$ cat src/rtl/mem_port_arbiter_if.sv
// Bundles the fetch, data, squash and memory-port signals of the memory port arbiter.
// master: the environment (requesters and memory); slave: the arbiter itself.
interface mem_port_arbiter_if #(
    parameter int unsigned TAG_W  = 4,
    parameter int unsigned ADDR_W = 64
);
    // Fetch requester
    logic              ic_req;
    logic [ADDR_W-1:0] ic_addr;
    logic              ic_grant;
    logic              ic_resp_valid;
    logic [63:0]       ic_resp_data;
    // Data requester
    logic              dc_req;
    logic [1:0]        dc_cmd;
    logic [ADDR_W-1:0] dc_addr;
    logic [63:0]       dc_wdata;
    logic              dc_grant;
    logic              dc_resp_valid;
    logic [63:0]       dc_resp_data;
    // Branch redirect
    logic              fetch_squash;
    // Memory port
    logic [1:0]        proc2mem_command;
    logic [ADDR_W-1:0] proc2mem_addr;
    logic [63:0]       proc2mem_data;
    logic [TAG_W-1:0]  mem2proc_response;
    logic [63:0]       mem2proc_data;
    logic [TAG_W-1:0]  mem2proc_tag;
    // Status
    logic              arb_tag_err;

    modport master (
        output ic_req, ic_addr, dc_req, dc_cmd, dc_addr, dc_wdata, fetch_squash,
               mem2proc_response, mem2proc_data, mem2proc_tag,
        input  ic_grant, ic_resp_valid, ic_resp_data, dc_grant, dc_resp_valid, dc_resp_data,
               proc2mem_command, proc2mem_addr, proc2mem_data, arb_tag_err
    );

    modport slave (
        input  ic_req, ic_addr, dc_req, dc_cmd, dc_addr, dc_wdata, fetch_squash,
               mem2proc_response, mem2proc_data, mem2proc_tag,
        output ic_grant, ic_resp_valid, ic_resp_data, dc_grant, dc_resp_valid, dc_resp_data,
               proc2mem_command, proc2mem_addr, proc2mem_data, arb_tag_err
    );
endinterface

$ cat src/rtl/mem_port_arbiter.sv
// Shares one tagged memory port between instruction fetch (I) and data (D) requesters.
// Tracks the owner of every outstanding load tag, routes responses back to their owner and
// discards fetch responses belonging to a squashed fetch stream.
module mem_port_arbiter #(
    parameter int unsigned TAG_W        = 4,
    parameter int unsigned ADDR_W       = 64,
    parameter int unsigned STARVE_LIMIT = 4
) (
    input  logic              clock,
    input  logic              reset,
    mem_port_arbiter_if.slave bus
);

    localparam int unsigned NumTags = 1 << TAG_W;
    localparam int unsigned CntW    = $clog2(STARVE_LIMIT + 1);

    localparam logic [1:0] CmdNone  = 2'd0;
    localparam logic [1:0] CmdLoad  = 2'd1;

    // Tag table: one entry per tag value; entry 0 is never allocated.
    logic [NumTags-1:0] tag_valid_q, tag_valid_d;
    logic [NumTags-1:0] owner_i_q, owner_i_d;
    logic [NumTags-1:0] drop_q, drop_d;

    logic [CntW-1:0]    starve_q, starve_d;
    logic               err_q, err_d;
    logic               ic_rv_q, ic_rv_d, dc_rv_q, dc_rv_d;
    logic [63:0]        ic_rd_q, ic_rd_d, dc_rd_q, dc_rd_d;

    logic               i_cand, d_cand, i_forced, win_i, win_d, mem_accepts;
    logic               ic_grant, dc_grant, load_accept;
    logic [1:0]         cmd;
    logic [ADDR_W-1:0]  addr;
    logic [63:0]        wdata;
    logic [TAG_W-1:0]   rtag, atag;

    assign rtag = bus.mem2proc_tag;
    assign atag = bus.mem2proc_response;

    // Arbitration and memory-port drive; candidates are gated by reset so every output is 0
    // while reset is held.
    always_comb begin
        i_cand      = reset & bus.ic_req & ~bus.fetch_squash;
        d_cand      = reset & bus.dc_req & (bus.dc_cmd != CmdNone);
        i_forced    = i_cand & (starve_q == CntW'(STARVE_LIMIT));
        win_d       = d_cand & ~i_forced;
        win_i       = i_cand & ~win_d;
        mem_accepts = (atag != '0);
        ic_grant    = win_i & mem_accepts;
        dc_grant    = win_d & mem_accepts;
        cmd         = CmdNone;
        addr        = '0;
        wdata       = '0;
        if (win_d) begin
            cmd   = bus.dc_cmd;
            addr  = bus.dc_addr;
            wdata = bus.dc_wdata;
        end else if (win_i) begin
            cmd   = CmdLoad;
            addr  = bus.ic_addr;
        end
        // Fetches are always loads; stores never occupy a tag.
        load_accept = ic_grant | (dc_grant & (bus.dc_cmd == CmdLoad));
    end

    // Next state: response routing, squash marking, tag allocation and starvation count.
    always_comb begin
        tag_valid_d = tag_valid_q;
        owner_i_d   = owner_i_q;
        drop_d      = drop_q;
        err_d       = err_q;
        starve_d    = starve_q;
        ic_rv_d     = 1'b0;
        dc_rv_d     = 1'b0;
        ic_rd_d     = ic_rd_q;
        dc_rd_d     = dc_rd_q;

        // Routing uses the table as it stood before this cycle's allocation.
        if (rtag != '0) begin
            if (tag_valid_q[rtag]) begin
                tag_valid_d[rtag] = 1'b0;
                if (!owner_i_q[rtag]) begin
                    dc_rv_d = 1'b1;
                    dc_rd_d = bus.mem2proc_data;
                end else if (!drop_q[rtag] && !bus.fetch_squash) begin
                    ic_rv_d = 1'b1;
                    ic_rd_d = bus.mem2proc_data;
                end
            end else begin
                err_d = 1'b1;
            end
        end

        if (bus.fetch_squash) begin
            drop_d = drop_d | (tag_valid_q & owner_i_q);
        end

        if (load_accept) begin
            if (tag_valid_q[atag]) begin
                err_d = 1'b1;
            end
            tag_valid_d[atag] = 1'b1;
            owner_i_d[atag]   = win_i;
            drop_d[atag]      = 1'b0;
        end

        if (!bus.ic_req || ic_grant) begin
            starve_d = '0;
        end else if (dc_grant && (starve_q != CntW'(STARVE_LIMIT))) begin
            starve_d = starve_q + 1'b1;
        end
    end

    // State registers with asynchronous active-low reset.
    always_ff @(posedge clock or negedge reset) begin
        if (!reset) begin
            tag_valid_q <= '0;
            owner_i_q   <= '0;
            drop_q      <= '0;
            starve_q    <= '0;
            err_q       <= 1'b0;
            ic_rv_q     <= 1'b0;
            dc_rv_q     <= 1'b0;
            ic_rd_q     <= '0;
            dc_rd_q     <= '0;
        end else begin
            tag_valid_q <= tag_valid_d;
            owner_i_q   <= owner_i_d;
            drop_q      <= drop_d;
            starve_q    <= starve_d;
            err_q       <= err_d;
            ic_rv_q     <= ic_rv_d;
            dc_rv_q     <= dc_rv_d;
            ic_rd_q     <= ic_rd_d;
            dc_rd_q     <= dc_rd_d;
        end
    end

    assign bus.ic_grant         = ic_grant;
    assign bus.dc_grant         = dc_grant;
    assign bus.proc2mem_command = cmd;
    assign bus.proc2mem_addr    = addr;
    assign bus.proc2mem_data    = wdata;
    assign bus.ic_resp_valid    = ic_rv_q;
    assign bus.ic_resp_data     = ic_rd_q;
    assign bus.dc_resp_valid    = dc_rv_q;
    assign bus.dc_resp_data     = dc_rd_q;
    assign bus.arb_tag_err      = err_q;

endmodule

$ cat src/flat_wrapper.sv
// flat-port wrapper written by rule: the top's interface ports become plain ports
module mem_port_arbiter_flat 
#(
    parameter int unsigned TAG_W        = 4,
    parameter int unsigned ADDR_W       = 64,
    parameter int unsigned STARVE_LIMIT = 4
)
  (clock, reset, bus_ic_req, bus_ic_addr, bus_dc_req, bus_dc_cmd, bus_dc_addr, bus_dc_wdata, bus_fetch_squash, bus_mem2proc_response, bus_mem2proc_data, bus_mem2proc_tag, bus_ic_grant, bus_ic_resp_valid, bus_ic_resp_data, bus_dc_grant, bus_dc_resp_valid, bus_dc_resp_data, bus_proc2mem_command, bus_proc2mem_addr, bus_proc2mem_data, bus_arb_tag_err);
  mem_port_arbiter_if #(.TAG_W(TAG_W), .ADDR_W(ADDR_W)) bus_i ();
  input  logic clock;
  input  logic reset;
  input wire logic [$bits(bus_i.ic_req)-1:0] bus_ic_req;
  input wire logic [$bits(bus_i.ic_addr)-1:0] bus_ic_addr;
  input wire logic [$bits(bus_i.dc_req)-1:0] bus_dc_req;
  input wire logic [$bits(bus_i.dc_cmd)-1:0] bus_dc_cmd;
  input wire logic [$bits(bus_i.dc_addr)-1:0] bus_dc_addr;
  input wire logic [$bits(bus_i.dc_wdata)-1:0] bus_dc_wdata;
  input wire logic [$bits(bus_i.fetch_squash)-1:0] bus_fetch_squash;
  input wire logic [$bits(bus_i.mem2proc_response)-1:0] bus_mem2proc_response;
  input wire logic [$bits(bus_i.mem2proc_data)-1:0] bus_mem2proc_data;
  input wire logic [$bits(bus_i.mem2proc_tag)-1:0] bus_mem2proc_tag;
  output wire logic [$bits(bus_i.ic_grant)-1:0] bus_ic_grant;
  output wire logic [$bits(bus_i.ic_resp_valid)-1:0] bus_ic_resp_valid;
  output wire logic [$bits(bus_i.ic_resp_data)-1:0] bus_ic_resp_data;
  output wire logic [$bits(bus_i.dc_grant)-1:0] bus_dc_grant;
  output wire logic [$bits(bus_i.dc_resp_valid)-1:0] bus_dc_resp_valid;
  output wire logic [$bits(bus_i.dc_resp_data)-1:0] bus_dc_resp_data;
  output wire logic [$bits(bus_i.proc2mem_command)-1:0] bus_proc2mem_command;
  output wire logic [$bits(bus_i.proc2mem_addr)-1:0] bus_proc2mem_addr;
  output wire logic [$bits(bus_i.proc2mem_data)-1:0] bus_proc2mem_data;
  output wire logic [$bits(bus_i.arb_tag_err)-1:0] bus_arb_tag_err;
  assign bus_i.ic_req = bus_ic_req;
  assign bus_i.ic_addr = bus_ic_addr;
  assign bus_i.dc_req = bus_dc_req;
  assign bus_i.dc_cmd = bus_dc_cmd;
  assign bus_i.dc_addr = bus_dc_addr;
  assign bus_i.dc_wdata = bus_dc_wdata;
  assign bus_i.fetch_squash = bus_fetch_squash;
  assign bus_i.mem2proc_response = bus_mem2proc_response;
  assign bus_i.mem2proc_data = bus_mem2proc_data;
  assign bus_i.mem2proc_tag = bus_mem2proc_tag;
  assign bus_ic_grant = bus_i.ic_grant;
  assign bus_ic_resp_valid = bus_i.ic_resp_valid;
  assign bus_ic_resp_data = bus_i.ic_resp_data;
  assign bus_dc_grant = bus_i.dc_grant;
  assign bus_dc_resp_valid = bus_i.dc_resp_valid;
  assign bus_dc_resp_data = bus_i.dc_resp_data;
  assign bus_proc2mem_command = bus_i.proc2mem_command;
  assign bus_proc2mem_addr = bus_i.proc2mem_addr;
  assign bus_proc2mem_data = bus_i.proc2mem_data;
  assign bus_arb_tag_err = bus_i.arb_tag_err;
  mem_port_arbiter #(.TAG_W(TAG_W), .ADDR_W(ADDR_W), .STARVE_LIMIT(STARVE_LIMIT)) u_core (.clock(clock), .reset(reset), .bus(bus_i));
endmodule
$ cat config.mk
export PLATFORM = sky130hd
export DESIGN_NAME = mem_port_arbiter_flat
export DESIGN_NICKNAME = d
export VERILOG_FILES = /design/src/rtl/mem_port_arbiter_if.sv /design/src/rtl/mem_port_arbiter.sv /design/src/flat_wrapper.sv
export SDC_FILE = /design/constraint.sdc
export NUM_CORES = 1
export LEC_CHECK = 0
export BUFFER_PORTS_ARGS = -buffer_cell sky130_fd_sc_hd__buf_2
export CORE_AREA = 3 3 207 209
export CTS_CLUSTER_DIAMETER = 80
export CTS_CLUSTER_SIZE = 8
export DETAILED_ROUTE_END_ITERATION = 8
export DIE_AREA = 0 0 210 212
export PLACE_DENSITY = 0.52
export SETUP_SLACK_MARGIN = 0.5
export SLEW_MARGIN = 30
export SYNTH_ARGS = -nofsm -noshare
export SYNTH_HDL_FRONTEND = slang
export SYNTH_SLANG_ARGS = --single-unit
$ cat constraint.sdc
create_clock -name clock -period 2.2 [get_ports clock]
set_input_delay 0 -clock clock [delete_from_list [all_inputs] [get_ports clock]]
set_output_delay 0 -clock clock [all_outputs]
set_load 0.03 [all_outputs]
== Word level (Yosys, flattened, before mapping) ==
Index checks and enable logic that the tools add are counted.

* Logic and storage cells: 89
* Input port bits: 271
* Output and inout port bits: 263
* Bits in registers: 182

* Reductions and logical operators: 14
* Equal/unequal tests: 3
* Add/subtract/negate cells: 1
* Order comparisons: 4
* Mux-type cells: 36
* Bitwise gates (word level): 22

{| class="wikitable"
|+ Operators by type and width
! operator !! number
|-
| $mux 64 || 3
|-
| $mux 16 || 5
|-
| $and 16x16->16 || 3
|-
| $not 16->16 || 2
|-
| $or 16x16->16 || 2
|-
| $mux 1 || 18
|-
| $bmux 1 s4 || 4
|-
| $bwmux 16 || 1
|-
| $and 1x1->1 || 10
|-
| $lt 4x5->1 const B || 2
|-
| $demux 1 s4 || 2
|-
| $ge 4x1->1 const B || 2
|-
| $reduce_bool 4->1 || 2
|-
| $mux 3 || 2
|-
| $logic_and 1x1->1 || 4
|-
| $not 1->1 || 4
|-
| $reduce_and 4->1 || 1
|-
| $reduce_bool 2->1 || 2
|-
| $add 3x1->3 const B || 1
|-
| $eq 3x3->1 const B || 1
|-
| $logic_not 1->1 || 3
|-
| $ne 3x3->1 const B || 1
|-
| $reduce_and 3->1 || 1
|-
| $eq 2x1->1 const B || 1
|-
| 3 further kinds || 3
|}

== Longest topological paths before layout ==
Gate-level depths: netlist of the first run.

* Depth after elaboration: 10
* Depth in mapped cells: 8
* Mapped depth without buffers: 7

== Least setup slack after synthesis of the first run ==
OpenSTA, ideal clock, no wires.

* Path kind: register to register
* Start point: reg u_core.starve_q[0]
* End point: reg u_core.owner_i_q[11]
* Period minus slack after synthesis: 2.024 ns
* Slack: 0.176 ns
* Data required time: 2.075 ns
* Stages on the path, launching flop included: 9
* Arrival time: 1.899 ns
* Path buffers: 1
* Cells stage by stage: dfrtp_1 > inv_1 > ha_1 > nand2_1 > a21o_1 > a21oi_1 > clkbuf_1 > and4_1 > mux2_2

* Cells in the longest elaborated chain, start to end: 8

{| class="wikitable"
|+ RTL lines
! what !! line !! RTL
|-
| start: declaration || mem_port_arbiter.sv:25 || <nowiki>logic [CntW-1:0] starve_q, starve_d;</nowiki>
|-
| start signal: assignment || mem_port_arbiter.sv:130 || <nowiki>starve_q <= starve_d;</nowiki>
|-
| $eq 3x3->1 (*) || mem_port_arbiter.sv:45 || <nowiki>i_forced = i_cand & (starve_q == CntW'(STARVE_LIMIT));</nowiki>
|-
| $and 1x1->1 (*) || mem_port_arbiter.sv:45 ||
|-
| $not 1->1 (*) || mem_port_arbiter.sv:46 || <nowiki>win_d = d_cand & ~i_forced;</nowiki>
|-
| $and 1x1->1 (*) || mem_port_arbiter.sv:46 ||
|-
| $not 1->1 || mem_port_arbiter.sv:47 || <nowiki>win_i = i_cand & ~win_d;</nowiki>
|-
| $and 1x1->1 || mem_port_arbiter.sv:47 ||
|-
| $and 1x1->1 || mem_port_arbiter.sv:49 || <nowiki>ic_grant = win_i & mem_accepts;</nowiki>
|-
| $or 1x1->1 || mem_port_arbiter.sv:63 || <nowiki>load_accept = ic_grant | (dc_grant & (bus.dc_cmd == CmdLoad));</nowiki>
|-
| end signal: assignment || mem_port_arbiter.sv:128 || <nowiki>owner_i_q <= owner_i_d;</nowiki>
|-
| end: declaration || mem_port_arbiter.sv:22 || <nowiki>logic [NumTags-1:0] owner_i_q, owner_i_d;</nowiki>
|}

Every way passes the cells marked *; elsewhere a longest branch is shown, timed or not.
A chain may end at the register's enable or synchronous reset.

== Worst setup path after layout of the first run ==
* Start point: reg u_core.owner_i_q[4]
* End point: reg u_core.ic_rd_q[38] (netlist: u_core.bus.ic_resp_data[38])

* Cells in the longest elaborated chain, start to end: 3

{| class="wikitable"
|+ RTL lines
! what !! line !! RTL
|-
| $bmux 1 s4 || mem_port_arbiter.sv:82 || <nowiki>if (!owner_i_q[rtag]) begin</nowiki>
|-
| $mux 1 (implied by the code) || mem_port_arbiter.sv:82 ||
|-
| $reduce_and 4->1 (no line) || - ||
|-
| end signal: assignment || mem_port_arbiter.sv:134 || <nowiki>ic_rd_q <= ic_rd_d;</nowiki>
|-
| end: declaration || mem_port_arbiter.sv:28 || <nowiki>logic [63:0] ic_rd_q, ic_rd_d, dc_rd_q, dc_rd_d;</nowiki>
|}

No other way between the ends. The select of a mux whose other input is x is not followed.

==> flow_summary.json, run 1 <==
{
  "post_drt_wl_per_cell_um": 26.1,
  "maxSlewViolCount": 0,
  "rrSetupSlack_ps": -100,
  "drt-met1-wl_um": 20100,
  "syn_area_um2": 8910,
  "worstPathRequired_ps": 2520,
  "grt_pass1_vias": 9076,
  "synth-edff-count": 0,
  "ctsLongestPathBuffers": 2,
  "ir_drop_mv": 0.520,
  "multi_input_area_um2": 5410,
  "crit_chain": "mux4_2 > mux2i_2 > mux2_4 > nand3b_4 > buf_4 > buf_8 > mux2_4",
  "fillers": 3781,
  "crit_path_end_kind": "register",
  "grtUsageTotal_pct": 20.3,
  "initial_core_util_pct": 21.7,
  "area_growth_pct": 101,
  "skew_ps": 19.0,
  "via_per_inst": 4.59,
  "worst_slew_margin_rel_pct": 34.0,
  "timing_worst_slew_pin_value_ps": 988,
  "final_cells": 1950,
  "finalCritPeriodShare_pct": 104,
  "wl_met2_um": 25500,
  "cts_max_level": 4,
  "grt_max_degree": 142,
  "grt_pass1_wl_um": 65500,
  "clock_latency_ps": 450,
  "fin_crit_ps": 2300,
  "cpLargestDelayFamily": "multiplexers",
  "clkPwrFrac_pct": 21.5,
  "finalHoldViolCount": 0,
  "synth-seq-area-share_pct": 51.1,
  "hpwl_um": 36400,
  "violations": "setup timing",
  "seqPwrFrac_pct": 33.1,
  "coreArea_um2": 41000,
  "fin_nets": 1670,
  "synth_cells": 671,
  "ys_ff_latch": 182,
  "routed_wl_um": 51000,
  "place.detailed.instances": 1752,
  "via_count": 8942,
  "maxCapViolations": 0,
  "firstDrtPassIters": 6,
  "clk_pin_slew_ps": 80,
  "fin_util_pct": 43.6,
  "post-place-ws_ps": -102,
  "grt_overflow": 0,
  "dr_wl_met3_um": 3740,
  "die_area_um2": 44500,
  "worstSetupPathType": "register to register",
  "avgSynthCellArea_um2": 13.3,
  "critPathLaunchType": "register",
  "fmax_mhz": 435,
  "path_common_cell": "mux2_4",
  "cellPowerDensity_nw_per_um2": 790,
  "reg2reg_depth": 7,
  "slowest_stage": "mux4_2",
  "synthFlopType": "dfrtp_1",
  "grt_setup_unrepaired": "yes",
  "fin_hold_ws_ps": 49.5,
  "regArea_um2": 4550,
  "swShare_pct": 38.2,
  "fp.dieW_um": 210,
  "crit_arrival_ps": 2620,
  "root_buffer": "clkbuf_16",
  "outcome": "complete, but fails checks",
  "min_from": "bus_mem2proc_tag[0]",
  "io_pins": 534,
  "cp.depth": 7,
  "slowest_delay_ps": 490,
  "cts_tree": "yes",
  "ys_warn_count": 0,
  "worstPathMaxFanout": 9,
  "io_buffers": 533,
  "async_reset_ff_share_pct": 100,
  "drt_iter0_markers": 542,
  "p_int_w": 0.00873,
  "r2r-end": "u_core.bus.ic_resp_data[38]$_DFFE_PN0P_",
  "cts.sinks": 182,
  "gp_congestion": 0.841,
  "startpoint": "u_core.owner_i_q[4]$_DFFE_PN0P_",
  "fin_ws_ps": -99.0,
  "drc": 0,
  "postSynthNetCount": 944,
  "r2r-start": "u_core.owner_i_q[4]$_DFFE_PN0P_",
  "setup_violations": 135,
  "die_height_um": 212,
  "placementRows": 74,
  "antenna_left": 0,
  "cts_buffers": 17,
  "cp_num_buf_inv": 2,
  "power.total_w": 0.0141,
  "p_leak_nw": 9.41,
  "endpoint": "u_core.bus.ic_resp_data[38]$_DFFE_PN0P_",
  "comb_power_share_pct": 45.3,
  "drive_gt1_share_pct": 75.7,
  "hold_path_class": "primary input to register",
  "antenna_found_initial": 16,
  "p_switching_w": 0.00539,
  "highest_layer": "met5",
  "ys_types": 43
}
==> timing repair <==
item | CTS | global route
gates resized for setup | 296 | 391
buffers inserted | 25 | 23
setup endpoints to repair | 302 | 386
pin swaps | 29 | 59
cloned | 18 | 22
hold buffers | 70 | 0
hold endpoints to repair | 176 | 0
==> layer usage <==
metal	vias to the layer above	global-route usage (%)
met5	-	0
met1	4492	24.6
met2	458	34.2
met3	59	6.15
met4	10	7.93
li1	3923	-
==> worst min-delay path by stage <==
stage | end | slack [ps] | depth (start not counted)
floorplan | u_core.bus.arb_tag_err$_DFF_PN0_ | -300 | 0
global placement | u_core.starve_q[1]$_DFFE_PN0P_ | 180 | 2
detailed placement | u_core.starve_q[1]$_DFFE_PN0P_ | 180 | 2
CTS | u_core.drop_q[2]$_DFF_PN0_ | 5 | 3
global route | u_core.tag_valid_q[12]$_DFF_PN0_ | 50 | 4
finish | u_core.tag_valid_q[12]$_DFF_PN0_ | 50 | 4
==> tightest hold or removal path: cells and delay by family <==
family | cells | cell delay [ps]
buffers and inverters | 2 | 300
AO/OA/AOI/OAI | 1 | 90
AND/OR/NAND/NOR | 1 | 60
==> Yosys cell counts (all sizes together) (2+ instances only) <==
| master | n | share of area, % |
|---|---|---|
| nand2 | 29 | 1.2 |
| mux2i | 3 | 0.34 |
| o31ai | 4 | 0.34 |
| nand3 | 5 | 0.28 |
| a2111oi | 2 | 0.62 |
| o21ai | 15 | 0.89 |
| mux2 | 144 | 20 |
| buf | 20 | 2.0 |
| or2 | 2 | 0.14 |
| a21o | 2 | 0.17 |
| clkbuf | 30 | 1.3 |
| and2 | 69 | 4.8 |
| dfrtp | 182 | 51 |
| and4 | 4 | 0.39 |
| inv | 8 | 0.34 |
| a22o | 64 | 6.3 |
| nor2 | 9 | 0.38 |
| nor2b | 6 | 0.42 |
| ha | 2 | 0.28 |
| nand3b | 2 | 0.31 |
| a21oi | 10 | 0.56 |
| a21boi | 2 | 0.17 |
| mux4 | 17 | 4.3 |
| a22oi | 2 | 0.22 |
| a31oi | 19 | 1.3 |
| nand2b | 10 | 0.70 |
==> metrics by stage <==
stage / cell area, um2 / TNS, ps
2_1_floorplan: 9050 / 0
3_3_place_gp: 12700 / -2140
3_5_place_dp: 12700 / -3110
4_1_cts: 15800 / -7530
5_1_grt: 17900 / -15690
6_report: 17900 / -6490
==> power groups by stage <==
stage               clock network (W)  logic (W)  registers (W)
finish                        0.00304    0.00640        0.00468
global route                  0.00326    0.00667        0.00476
CTS                           0.00313    0.00537        0.00462
detailed placement                  0    0.00481        0.00469
global placement                    0    0.00477        0.00466
floorplan                           0    0.00150        0.00608
==> cell usage in the layout (no fill, tap or decap), types with 8 or more instances in the layout <==
master         count
nand2_4            9
a21oi_2            8
mux4_2            17
diode_2           10
buf_2            400
a31oi_1           18
nand2_2           10
buf_6            145
buf_8             30
clkbuf_16         35
dfrtp_1          182
a22o_4            60
nand2b_1           8
and2_4            66
buf_4             45
mux2_4           134
buf_16            18
o21ai_0           13
nand2_1            9
buf_12            27
dlygate4sd3_1     70
==> registers in the layout, indices dropped and copies added (netlist names) <==
signal / cells
u_core.starve_q: 3
u_core.owner_i_q: 16
u_core.bus.dc_resp_valid: 1
u_core.bus.ic_resp_data: 64
u_core.drop_q: 16
u_core.bus.arb_tag_err: 1
u_core.bus.dc_resp_data: 64
u_core.bus.ic_resp_valid: 1
u_core.tag_valid_q: 16
==> cell type report <==
cell class / count / share of cell area, %
flip-flops and latches: 182 / 25.5
inverters: 8 / 0.168
multi-input cells: 435 / 30.3
well taps: 532 / 3.72
repair buffers: 753 / 37.0
clock buffers: 19 / 2.53
clock inverters: 11 / 0.672
diodes: 10 / 0.140
==> logic make-up (layout without fill, tap and decap cells) <==
logic type	Yosys count	in the layout	share of synthesized area, %
AO/OA/AOI/OAI	127	129	11.3
adder cells (fa/ha/maj)	2	2	0.281
buffers and inverters	58	791	3.57
AND/OR/NAND/NOR	138	140	8.82
multiplexers	164	164	24.9
other	0	10	0
flip-flops	182	182	51.1
Power figures use the tool's default switching activity.
==> run 2, diff against run 1 <==
--- a/config.mk
+++ b/config.mk
@@ -5,7 +5,7 @@
 export SDC_FILE = /design/constraint.sdc
 export NUM_CORES = 1
 export LEC_CHECK = 0
-export BUFFER_PORTS_ARGS = -buffer_cell sky130_fd_sc_hd__buf_2
+export BUFFER_PORTS_ARGS = -buffer_cell sky130_fd_sc_hd__clkbuf_2
 export CORE_AREA = 3 3 207 209
 export CTS_CLUSTER_DIAMETER = 80
 export CTS_CLUSTER_SIZE = 8
==> run 2 against run 1 <==
Net effect: die area is the same; routed wire length shrank 1.1%; the run still ends with setup timing left; combinational power shrank 2%.
==> flow_summary.json, run 2 (synthesis results as in run 1) <==
{
  "cellPowerDensity_nw_per_um2": 775,
  "violations": "setup timing",
  "p_leak_nw": 9.53,
  "grt_pass1_vias": 8975,
  "cts_max_level": 4,
  "tns_ps": -1600,
  "regArea_um2": 4550,
  "cts.sinks": 182,
  "path_common_cell": "buf_6",
  "maxCapViolations": 0,
  "worst_slew_margin_rel_pct": 40.1,
  "grt.busiest_layer": "met2",
  "outcome": "complete, but fails checks",
  "fillers": 3761,
  "cpLargestDelayFamily": "buffers and inverters",
  "worstPathMaxFanout": 8,
  "finalCritPeriodShare_pct": 102,
  "clock_latency_ps": 440,
  "io_buffers": 533,
  "slowest_stage": "dfrtp_1",
  "post_drt_wl_per_cell_um": 25.8,
  "initial_core_util_pct": 21.7,
  "timing_worst_slew_pin_value_ps": 897,
  "via_count": 8823,
  "fin_util_pct": 44.4,
  "grt_overflow": 0,
  "fp.dieW_um": 210,
  "drive_gt1_share_pct": 75.5,
  "die_area_um2": 44500,
  "maxSlewViolCount": 0,
  "via_per_inst": 4.52,
  "antenna_left": 0,
  "final_cell_mix": "400 x clkbuf_2, 182 x dfrtp_1, 120 x mux2_4",
  "ir_drop_mv": 0.508,
  "worstPathRequired_ps": 2200,
  "drt_iter0_markers": 550,
  "hold_path_class": "primary input to register",
  "drc": 0,
  "grtUsageTotal_pct": 20.0,
  "antenna_found_initial": 12,
  "critPathLaunchType": "register",
  "slowest_delay_ps": 390,
  "die_height_um": 212,
  "root_buffer": "clkbuf_16",
  "area_growth_pct": 104,
  "crit_arrival_ps": 2250,
  "use_met1_pct": 24.0,
  "skew_ps": 11.1,
  "grt_pass1_wl_um": 64400,
  "grt_max_degree": 170,
  "ctsLongestPathBuffers": 2,
  "cts_tree": "yes",
  "fin_nets": 1676,
  "gp_congestion": 0.858,
  "finalHoldViolCount": 0,
  "fin_ws_ps": -52.4,
  "worstSetupPathType": "register to output pin",
  "multi_input_area_um2": 5320,
  "firstDrtPassIters": 4,
  "coreArea_um2": 41000,
  "routed_wl_um": 50400,
  "grt_util_met3_pct": 5.93,
  "clk_pin_slew_ps": 70,
  "cts_buffers": 17,
  "grt_setup_unrepaired": "yes",
  "crit_path_end_kind": "output pin",
  "cp_num_buf_inv": 6,
  "crit_chain": "inv_2 > ha_4 > nand2_4 > buf_6 > a211oi_4 > buf_6 > buf_12 > buf_6 > a22o_4 > clkbuf_16",
  "fin_crit_ps": 2250,
  "grtUsageMet2_pct": 35.0,
  "setup_violations": 65,
  "fmax_mhz": 444,
  "placementRows": 74,
  "power.total_w": 0.0141,
  "io_pins": 534,
  "layout_commonest_cell": "clkbuf_2",
  "hpwl_um": 36000
}
## run 2: cell count changes in the layout (fill, tap and decap cells not counted), sizes merged
cell         before  now
clkbuf           37  447
buf             665  265
diode            10    7
nand2            31   29
bufinv            1    2
clkinvlp          3    2
dlygate4sd3      70   69
## run 2: power by group
part	internal [W]	leakage, nW	switching [W]	total, W
clock network	0.00175	0.287	0.00139	0.00314
logic	0.00286	6.88	0.00340	0.00627
registers	0.00418	2.37	0.000511	0.00469
total	0.00880	9.53	0.00530	0.0141
## run 2: layer usage
| metal | vias to the layer above | share of wire, % |
|---|---|---|
| li1 | 3956 | - |
| met2 | 440 | 50 |
| met3 | 66 | 7.3 |
| met1 | 4357 | 39 |
| met5 | - | 0.067 |
| met4 | 4 | 3.5 |
## run 2: through the flow
stage	setup slack, ps	std cells	cell area (um2)	hold slack [ps]
6_report	-52.4	1954	18200	28.4
3_5_place_dp	-68.4	1742	12700	3.44
4_1_cts	-80.0	1887	16000	3.43
3_3_place_gp	-34.5	1742	12700	4.40
5_1_grt	-139	1950	18200	50.5
2_1_floorplan	199	671	9050	-296
## run 2: what timing repair did
action / in CTS / in global routing
hold buffers: 69 / 0
buffers inserted: 28 / 41
endpoints found under the setup margin: 297 / 308
gates cloned: 17 / 18
hold endpoints to repair: 315 / 0
gates resized for setup: 311 / 435
pin swaps: 24 / 70
## run 2: path summary, 6_finish.rpt
| kind | start | end | slack (ps) | depth (start not counted) |
|---|---|---|---|---|
| min in group asynchronous | reset | u_core.owner_i_q[0]$_DFFE_PN0P_ | 190 | 3 |
| setup / recovery | u_core.starve_q[0]$_DFFE_PN0P_ | bus_proc2mem_addr[31] | -50 | 10 |
| setup reg to reg | u_core.tag_valid_q[10]$_DFF_PN0_ | u_core.bus.ic_resp_data[44]$_DFFE_PN0P_ | -50 | 8 |
| hold reg to reg | u_core.tag_valid_q[0]$_DFF_PN0_ | u_core.tag_valid_q[0]$_DFF_PN0_ | 480 | 1 |
| hold / removal | bus_fetch_squash | u_core.drop_q[2]$_DFF_PN0_ | 30 | 3 |
| max in group asynchronous | reset | u_core.bus.dc_resp_data[9]$_DFFE_PN0P_ | 1120 | 4 |
## run 2: final cells by class
type,instances,share of cell area [%]
Timing Repair Buffer,761,38.6
Multi-Input combinational cell,433,29.2
Sequential cell,182,25.0
Tap cell,532,3.66
Clock buffer,20,2.51
Clock inverter,11,0.777
Inverter,8,0.165
Antenna cell,7,0.0962
## run 2: worst min-delay path: stages
cell      delay [ps]
clkbuf_2         190
a31oi_1          210
a21oi_2           40
